`src/rtl/muldiv_unit.sv`:
```
// Multi-cycle multiply/divide unit owning the HI/LO registers.
// Radix-2 iterative datapath: one product/quotient bit per clock.
// Ops are issued with start and tracked with busy/done; flush aborts.
module muldiv_unit #(
    parameter int WIDTH = 32,
    parameter int CNT_W = 6
) (
    input  logic             clk,
    input  logic             reset_n,
    input  logic             start,
    input  logic [2:0]       op,
    input  logic [WIDTH-1:0] a,
    input  logic [WIDTH-1:0] b,
    input  logic             flush,
    output logic             busy,
    output logic             done,
    output logic             div_zero,
    output logic [WIDTH-1:0] hi,
    output logic [WIDTH-1:0] lo
);

    typedef enum logic [1:0] {
        S_IDLE = 2'd0,
        S_PREP = 2'd1,
        S_RUN  = 2'd2,
        S_FIX  = 2'd3
    } state_t;

    localparam logic [2:0] OP_MTHI = 3'b100;
    localparam logic [2:0] OP_MTLO = 3'b101;

    // FSM state
    state_t r_state;
    state_t w_next_state;

    // Latched operands and op attributes
    logic [WIDTH-1:0] r_a;
    logic [WIDTH-1:0] r_b;
    logic             r_is_div;
    logic             r_signed;

    // Iteration datapath
    logic [2*WIDTH-1:0] r_acc;    // mul: {partial, multiplier}; div: {remainder, dividend/quotient}
    logic [WIDTH-1:0]   r_opnd;   // multiplicand or divisor magnitude
    logic [CNT_W-1:0]   r_cnt;
    logic               r_q_neg;  // quotient / product sign
    logic               r_r_neg;  // remainder sign
    logic               r_dz;     // divisor was zero

    // Output registers
    logic [WIDTH-1:0] r_hi;
    logic [WIDTH-1:0] r_lo;
    logic             r_done;
    logic             r_div_zero;

    // Issue decode
    logic w_idle;
    logic w_accept_iter;
    logic w_accept_mthi;
    logic w_accept_mtlo;

    // PREP helpers
    logic [WIDTH-1:0] w_a_mag;
    logic [WIDTH-1:0] w_b_mag;
    logic             w_b_zero;

    // RUN step results
    logic [WIDTH:0]     w_mul_sum;
    logic [2*WIDTH-1:0] w_mul_acc;
    logic [WIDTH:0]     w_div_shift;
    logic               w_div_ok;
    logic [WIDTH-1:0]   w_div_rem;
    logic [2*WIDTH-1:0] w_div_acc;

    // FIX results
    logic [2*WIDTH-1:0] w_prod_fix;
    logic [WIDTH-1:0]   w_hi_res;
    logic [WIDTH-1:0]   w_lo_res;

    assign w_idle        = (r_state == S_IDLE);
    // Flush in IDLE suppresses any start presented in the same cycle.
    assign w_accept_iter = w_idle && start && !flush && !op[2];
    assign w_accept_mthi = w_idle && start && !flush && (op == OP_MTHI);
    assign w_accept_mtlo = w_idle && start && !flush && (op == OP_MTLO);

    assign w_a_mag  = (r_signed && r_a[WIDTH-1]) ? -r_a : r_a;
    assign w_b_mag  = (r_signed && r_b[WIDTH-1]) ? -r_b : r_b;
    assign w_b_zero = (r_b == '0);

    // Multiply step: conditionally add multiplicand into the upper half, then shift right.
    assign w_mul_sum = {1'b0, r_acc[2*WIDTH-1:WIDTH]} + (r_acc[0] ? {1'b0, r_opnd} : '0);
    assign w_mul_acc = {w_mul_sum, r_acc[WIDTH-1:1]};

    // Divide step: shift next dividend bit into the remainder, subtract if it fits.
    // The difference is always below the divisor, so its low WIDTH bits are exact.
    assign w_div_shift = {r_acc[2*WIDTH-1:WIDTH], r_acc[WIDTH-1]};
    assign w_div_ok    = (w_div_shift >= {1'b0, r_opnd});
    assign w_div_rem   = w_div_shift[WIDTH-1:0] - r_opnd;
    assign w_div_acc   = w_div_ok ? {w_div_rem, r_acc[WIDTH-2:0], 1'b1}
                                  : {w_div_shift[WIDTH-1:0], r_acc[WIDTH-2:0], 1'b0};

    // Sign correction applied in FIX; divide-by-zero results carry clear sign flags.
    assign w_prod_fix = r_q_neg ? -r_acc : r_acc;
    assign w_hi_res   = r_is_div ? (r_r_neg ? -r_acc[2*WIDTH-1:WIDTH] : r_acc[2*WIDTH-1:WIDTH])
                                 : w_prod_fix[2*WIDTH-1:WIDTH];
    assign w_lo_res   = r_is_div ? (r_q_neg ? -r_acc[WIDTH-1:0] : r_acc[WIDTH-1:0])
                                 : w_prod_fix[WIDTH-1:0];

    // State register
    // NOTE: sequential state uses non-blocking assignments so every flop samples pre-edge values.
    always_ff @(posedge clk or negedge reset_n) begin
        if (!reset_n) begin
            r_state <= S_IDLE;
        end else begin
            r_state <= w_next_state;
        end
    end

    // Next-state logic; flush overrides every transition
    // NOTE: the default assignment first keeps this block free of inferred latches.
    always_comb begin
        w_next_state = r_state;
        case (r_state)
            S_IDLE: if (w_accept_iter) w_next_state = S_PREP;
            S_PREP: w_next_state = (r_is_div && w_b_zero) ? S_FIX : S_RUN;
            S_RUN:  if (r_cnt == '0) w_next_state = S_FIX;
            S_FIX:  w_next_state = S_IDLE;
            default: w_next_state = S_IDLE;
        endcase
        if (flush) begin
            w_next_state = S_IDLE;
        end
    end

    // Operand capture, PREP set-up and per-cycle iteration
    // NOTE: datapath flops are reset too, so an aborted op never leaves X-state behind.
    always_ff @(posedge clk or negedge reset_n) begin
        if (!reset_n) begin
            r_a      <= '0;
            r_b      <= '0;
            r_is_div <= 1'b0;
            r_signed <= 1'b0;
            r_acc    <= '0;
            r_opnd   <= '0;
            r_cnt    <= '0;
            r_q_neg  <= 1'b0;
            r_r_neg  <= 1'b0;
            r_dz     <= 1'b0;
        end else begin
            case (r_state)
                S_IDLE: begin
                    if (w_accept_iter) begin
                        r_a      <= a;
                        r_b      <= b;
                        r_is_div <= op[1];
                        r_signed <= op[0];
                        r_dz     <= 1'b0;
                    end
                end
                S_PREP: begin
                    r_cnt   <= CNT_W'(WIDTH - 1);
                    r_q_neg <= r_signed & (r_a[WIDTH-1] ^ r_b[WIDTH-1]);
                    r_r_neg <= r_signed & r_a[WIDTH-1];
                    if (r_is_div) begin
                        if (w_b_zero) begin
                            r_acc   <= {r_a, {WIDTH{1'b1}}};
                            r_q_neg <= 1'b0;
                            r_r_neg <= 1'b0;
                            r_dz    <= 1'b1;
                        end else begin
                            r_acc  <= {{WIDTH{1'b0}}, w_a_mag};
                            r_opnd <= w_b_mag;
                        end
                    end else begin
                        r_acc  <= {{WIDTH{1'b0}}, w_b_mag};
                        r_opnd <= w_a_mag;
                    end
                end
                S_RUN: begin
                    r_acc <= r_is_div ? w_div_acc : w_mul_acc;
                    if (r_cnt != '0) begin
                        r_cnt <= r_cnt - 1'b1;
                    end
                end
                default: begin
                    r_cnt <= '0;
                end
            endcase
        end
    end

    // HI/LO write-back, done and div_zero pulses, and IDLE moves
    always_ff @(posedge clk or negedge reset_n) begin
        if (!reset_n) begin
            r_hi       <= '0;
            r_lo       <= '0;
            r_done     <= 1'b0;
            r_div_zero <= 1'b0;
        end else begin
            r_done     <= 1'b0;
            r_div_zero <= 1'b0;
            if ((r_state == S_FIX) && !flush) begin
                r_hi       <= w_hi_res;
                r_lo       <= w_lo_res;
                r_done     <= 1'b1;
                r_div_zero <= r_dz;
            end else if (w_accept_mthi) begin
                r_hi <= a;
            end else if (w_accept_mtlo) begin
                r_lo <= a;
            end
        end
    end

    assign busy     = !w_idle;
    assign done     = r_done;
    assign div_zero = r_div_zero;
    assign hi       = r_hi;
    assign lo       = r_lo;

endmodule

```
`config.mk`:
```
export PLATFORM = sky130hd
export DESIGN_NAME = muldiv_unit
export DESIGN_NICKNAME = d
export VERILOG_FILES = /design/src/rtl/muldiv_unit.sv
export SDC_FILE = /design/constraint.sdc
export NUM_CORES = 1
export LEC_CHECK = 0
export BUFFER_PORTS_ARGS = -buffer_cell sky130_fd_sc_hd__buf_2
export CAP_MARGIN = 20
export CORE_MARGIN = 2
export CORE_UTILIZATION = 45
export CTS_CLUSTER_SIZE = 30
export DETAILED_ROUTE_END_ITERATION = 6
export GPL_ROUTABILITY_DRIVEN = 0
export GPL_TIMING_DRIVEN = 0
export PLACE_DENSITY = 0.6
export REMOVE_ABC_BUFFERS = 1
export SLEW_MARGIN = 20
export SYNTH_ARGS = -nofsm -noshare
export SYNTH_HDL_FRONTEND = slang
export SYNTH_SLANG_ARGS = --single-unit
```
`constraint.sdc`:
```
create_clock -name clk -period 3.8 [get_ports clk]
set_input_delay 0.38 -clock clk [delete_from_list [all_inputs] [get_ports clk]]
set_output_delay 0.38 -clock clk [all_outputs]
set_load 0.01 [all_outputs]
```
==> metrics.yaml, run 1 <==
logic_synthesis:
  post-synth-top-count-cell: "dfrtp_1"
  post_synth_num_cell_types: 80
  synth_ff_type: "dfrtp_1"
  synth_area_leader_cell: "dfrtp_1"
  async_flop_share: 1.000
  synth_area_um2: 18020
  ys_seq_area_frac: 0.3319
  ys_ff_latch: 239
  synth.avg_cell_area_um2: 8.540
  synth-edff-count: 0
  yosys_warnings: 0
  netlist_instances: 2110
  synthTopCellsByCount: "dfrtp_1, nand2_1, o21ai_0, nor2_1, a21oi_1"
  ys_top_cells_by_area: "dfrtp_1, mux2_2, o21ai_0, mux2i_1, ha_1"
  yosysTopAreaCellShare: 0.3319
global_route:
  grt_usage: 0.2937
  grt_remaining_overflow: 0
  grt_pass1_vias: 15680
  grt_max_degree: 80
  grt_pass1_wl_um: 94370
  grt_antenna_before_repair: 0
floorplanning:
  initial_utilization: 0.4545
  fp.dieArea_um2: 41660
  fp.dieW_um: 204.1
  core_area_um2: 39640
  pin_count: 138
  rows: 73
  die_y_um: 204.1
timing:
  hold_violations: 0
  rsz0062_at_grt: "false"
  slew_violations: 0
  whs_ns: 0.02781
  setup_tns_ns: 0
  finalCritPeriodShare: 0.9754
  worst_slew_pin_slew_ns: 0.9607
  fmax_ghz: 0.2698
  max_slew_margin: 0.3595
  finalSetupViolCount: 0
  setup_slack_ns: 0.09345
  period_needed_ns: 3.707
  finalClockSkew_ns: 0.01132
pwr:
  p_per_area_nw_per_um2: 1013
  p_leak_nw: 9.000
  vdd_ir_drop_max_uv: 491.0
worst_setup_path:
  crit_required_ns: 4.22
  cp_slowest_cell: "dfrtp_1"
  path_max_fanout: 33
  crit_type: "reg -> reg"
  crit_chain: "inv_6 -> nor2_1 -> ha_1 -> nand4_1 -> or2_2 -> a211oi_1 -> o21ai_0 -> a211oi_1 -> o21ai_0 -> a21oi_1 -> xnor2_1 -> o211ai_1"
  critical_path_arrival_ns: 4.13
  worstSetupStartpointType: "flip-flop"
  critPathCaptureType: "flip-flop"
  cpPeakStageDelay_ns: 0.49
  reg2reg_slack_ns: 0.09
cells_and_area:
  fin_cells: 2737
  area_growth_pct: 13.59
  fin_nets: 2337
  drive_above_1_share: 0.1664
  fill_cells: 3787
  finalInstanceArea_um2: 20470
routing:
  vias_per_cell: 6.148
  routed_wl_um: 62070
  dr.first_iter.drc_count: 1955
  drc: 7
  ant_nets: 0
  wl_per_cell_um: 22.68
  vias: 16830
  drt_pass1_iterations: 7
clock_tree:
  cts_buffer_depth: 3
  path_clk_slew_ns: 0.06
  cts_buffers: 29
  clock_sinks: 239
  cts_root_buf: "clkbuf_16"
  htreeDepth: 1
  cts_tree: "yes"
  clkLatencyLatePin_ns: 0.56
placed_design:
  dp_slack_ns: -0.4454
  dpl.hpwl_um: 46420
  placedCellCount: 2673
  io_buffers: 137
  post_dp_cell_area_um2: 19340
job:
  cap_violations: 0
outcome:
  status: "finished, violations left"
  violations: "DRC"
min_path:
  worst_hold_path_type: "in -> reg"
==> per-layer routing <==
metal | part of all wire | global-route usage
met1 | 0.43 | 0.4190
met2 | 0.44 | 0.4499
met3 | 0.096 | 0.05851
met4 | 0.029 | 0.08592
met5 | 0 | 0
==> power breakdown <==
| part | total (mW) | internal (mW) | leakage, nW | switching [mW] |
|---|---|---|---|---|
| Combinational | 12.3 | 4.97 | 5.61 | 7.33 |
| Clock | 2.86 | 1.72 | 0.464 | 1.14 |
| Sequential | 5.58 | 3.74 | 2.93 | 1.84 |
| Total | 20.7 | 10.4 | 9.00 | 10.3 |
==> cell usage in the layout (no fill, tap or decap), types with 21 or more instances in the layout <==
cell       Yosys  layout
mux2_2        91      91
o21ai_0      199     197
ha_1          74      68
dfrtp_1      239     235
a211oi_1      24      23
buf_2         14     141
nor3_1        37      37
clkbuf_16      0      29
nand2_1      218     217
a21o_1        26      26
xor2_1        79      79
xnor2_1       92      92
inv_1         79      75
a31oi_1       36      35
nor2_1       186     181
a21oi_1      166     165
o221ai_1      21      21
mux2i_1       97      97
==> cells by family after synthesis <==
family,after synthesis,share of synthesized area
AOI/OAI and AO/OA,618,0.2104
and+or+nand+nor,611,0.1603
DFF,239,0.3319
buffers and inverters,202,0.04368
muxes,193,0.1170
xor gates and xnor gates,171,0.08312
adders and majority gates,76,0.05361
==> metrics by stage <==
stage                     power, mW  utilization
after floorplan               13.36            -
after global placement        17.14       0.4761
after detailed placement      17.40       0.4878
after CTS                     20.40       0.5140
after global routing          22.15       0.5163
final                         20.74       0.5163
==> final timing paths <==
kind	start	to	cells past startpoint
worst min-delay path	b[1]	r_b[1]	3
worst max register to register	r_acc[0]	r_acc[60]	12
worst max-delay path	r_acc[0]	r_acc[60]	12
min in group asynchronous	reset_n	r_b[3]	2
worst min register to register	r_opnd[26]	r_opnd[26]	2
max in group asynchronous	reset_n	r_acc[59]	4
==> worst max-delay path, delay by kind of cell, from the launching register on <==
kind,cells,cell delay [ns]
adders and majority gates,1,0.44
xor gates and xnor gates,1,0.17
and+or+nand+nor,3,0.65
buffers and inverters,1,0.30
AOI/OAI and AO/OA,6,1.48
DFF,1,0.49
==> cell type report <==
type	count	area [µm²]	share of cell area
Clock inverter	10	135.1	0.006602
Sequential cell	239	5988	0.2926
Antenna cell	1	2.502	0.0001223
Timing Repair Buffer	171	1169	0.05710
Multi-Input combinational cell	1669	11370	0.5557
Inverter	80	307.8	0.01504
Clock buffer	42	834.6	0.04078
Tap cell	525	656.9	0.03209
==> flip-flops by register name, indices dropped and copies added (netlist names) <==
register  cells
lo           32
r_acc        64
r_r_neg       1
r_opnd       32
r_is_div      1
r_b          32
r_dz          1
r_state       2
r_cnt         6
r_signed      1
r_a          32
done          1
div_zero      1
hi           32
r_q_neg       1
==> timing repair <==
action                                  CTS  global route
setup buffers                             5             5
hold buffers                              1             0
gates resized for setup                   6            13
pin swaps                                 2             4
endpoints found under the hold margin    50             0
endpoints found under the setup margin   43            23
Power figures use the tool's default switching activity.
==> run 2, diff against run 1 <==
--- a/config.mk
+++ b/config.mk
@@ -15,3 +15,2 @@
 export GPL_TIMING_DRIVEN = 0
-export PLACE_DENSITY = 0.6
 export REMOVE_ABC_BUFFERS = 1
==> constraint.sdc (replaced) <==
create_clock -name clk -period 3.8 [get_ports clk]
set_input_delay 0 -clock clk [delete_from_list [all_inputs] [get_ports clk]]
set_output_delay 0 -clock clk [all_outputs]
set_load 0.01 [all_outputs]
==> metrics.yaml, run 2 (same netlist as run 1, synthesis figures left out) <==
floorplanning:
  core_area_um2: 39640
  fp.dieW_um: 204.1
  pin_count: 138
  fp.dieArea_um2: 41660
  die_y_um: 204.1
  rows: 73
  initial_utilization: 0.4545
cells_and_area:
  utilization: 0.5349
  area_growth_pct: 17.67
  regMostFlops: "r_acc"
  final_common_cell: "dfrtp_1"
  drive_above_1_share: 0.1616
  diodes: 0
  layout_common_cells: "dfrtp_1, nand2_1, o21ai_0, nor2_1, a21oi_1"
  fin_nets: 2409
  fill_cells: 3708
  largest_reg_flops: 64
routing:
  met3_length_um: 5074
  wl_met2_um: 28500
  dr.first_iter.drc_count: 1906
  wl_per_cell_um: 22.47
  vias_per_cell: 6.130
  drc: 0
  drt_pass1_iterations: 6
  vias: 17210
  routed_wl_um: 63090
  met1_length_um: 28130
  highest_layer: "met4"
  ant_nets: 0
global_route:
  grt_pass1_vias: 16050
  grt_remaining_overflow: 0
  grt_antenna_before_repair: 0
  grt_pass1_wl_um: 96230
  grt_max_degree: 80
  grt_usage: 0.2977
pwr:
  p_per_area_nw_per_um2: 982.7
  vdd_ir_drop_max_uv: 490.5
  p_leak_nw: 9.308
  power.total_mw: 20.84
worst_setup_path:
  critical_path_arrival_ns: 4.12
  worstSetupStartpointType: "flip-flop"
  rr_endpoint: "r_acc[60]"
  critPathCaptureType: "flip-flop"
  cpPeakStageDelay_ns: 0.49
  crit_chain: "inv_6 -> nor2_1 -> ha_1 -> nand4_1 -> or2_2 -> a211oi_1 -> o21ai_0 -> a211oi_1 -> o21ai_0 -> a21oi_1 -> xnor2_1 -> o211ai_1"
  cp_slowest_cell: "dfrtp_1"
  crit_required_ns: 4.22
  reg2reg_slack_ns: 0.11
  path_max_fanout: 33
  reg2reg_from: "r_acc[0]"
  reg2reg_depth: 12
  crit_type: "reg -> reg"
min_path:
  holdCritStartpoint: "start"
  hold_path_depth: 5
  min_delay_worst_endpoint: "r_is_div"
  worst_hold_path_type: "in -> reg"
timing:
  rsz0062_at_grt: "false"
  finalClockSkew_ns: 0.01475
  fmax_ghz: 0.2707
  worst_slew_pin_slew_ns: 0.9466
  setup_tns_ns: 0
  max_slew_margin: 0.3690
  finalSetupViolCount: 0
  whs_ns: 0.1187
  slew_violations: 0
  hold_violations: 0
  finalCritPeriodShare: 0.9720
  period_needed_ns: 3.694
clock_tree:
  clkLatencyLatePin_ns: 0.57
  clock_sinks: 239
  path_clk_slew_ns: 0.06
  cts_tree: "yes"
  cts_buffer_depth: 3
  cts_root_buf: "clkbuf_16"
  htreeDepth: 1
  cts_buffers: 29
placed_design:
  io_buffers: 137
  dpl.hpwl_um: 46420
job:
  cap_violations: 0
outcome:
  status: "finished, final reports clean"
run 2: changes by cell type in the layout (fill, tap and decap cells not counted), sizes merged:
cell         delta
buf             +1
diode           -1
dlygate4sd3    +71
run 2: area by class of cell:
type	instances	area [µm²]	area share
Multi-Input combinational cell	1669	11370	0.5364
Sequential cell	239	5988	0.2824
Timing Repair Buffer	243	1907	0.08993
Clock buffer	42	834.6	0.03936
Tap cell	525	656.9	0.03098
Inverter	80	307.8	0.01452
Clock inverter	10	135.1	0.006373
run 2: routing by layer:
metal | track usage | up-vias
met1 | 0.4303 | 8438
met5 | 0 | -
met3 | 0.03986 | 100
met2 | 0.4722 | 749
li1 | - | 7926
met4 | 0.07039 | 0
run 2: metrics by stage:
step	worst slack, ns	cells	cell area, µm²
after floorplan	-2.708	1988	17530
after global placement	-7.027	2650	18870
after detailed placement	-0.4454	2673	19340
after CTS	-0.001958	2803	21110
after global routing	0.01452	2808	21200
final	0.1062	2808	21200
run 2: worst max path at each step:
| stage | from | endpoint | slack (ns) | depth (start not counted) |
|---|---|---|---|---|
| global placement | r_state[0] | hi[25] | -7.03 | 7 |
| global route | r_acc[0] | r_acc[63] | 0.01 | 12 |
| detailed placement | r_acc[32] | r_acc[41] | -0.45 | 11 |
| floorplan | r_state[0] | hi[13] | -2.71 | 7 |
| CTS | r_acc[32] | r_acc[41] | -0.002 | 11 |
| finish | r_acc[0] | r_acc[60] | 0.11 | 12 |
run 2: critical path: cells and delay by family, from the launching register on:
family	cells	cell delay [ns]
adders and majority gates	1	0.44
xor gates and xnor gates	1	0.17
buffers and inverters	1	0.29
and+or+nand+nor	3	0.66
AOI/OAI and AO/OA	6	1.47
DFF	1	0.49
run 2: timing repair:
item / CTS / global route
setup endpoints to repair: 43 / 26
pin swaps: 2 / 4
hold buffers: 73 / 0
endpoints found under the hold margin: 240 / 0
gates resized for setup: 6 / 13
setup buffers: 5 / 5
run 2: power by group:
group	internal [mW]	switching [mW]	leakage, nW	total [mW]
Clock	1.72	1.15	0.463	2.86
Combinational	5.03	7.36	5.92	12.4
Sequential	3.74	1.84	2.93	5.58
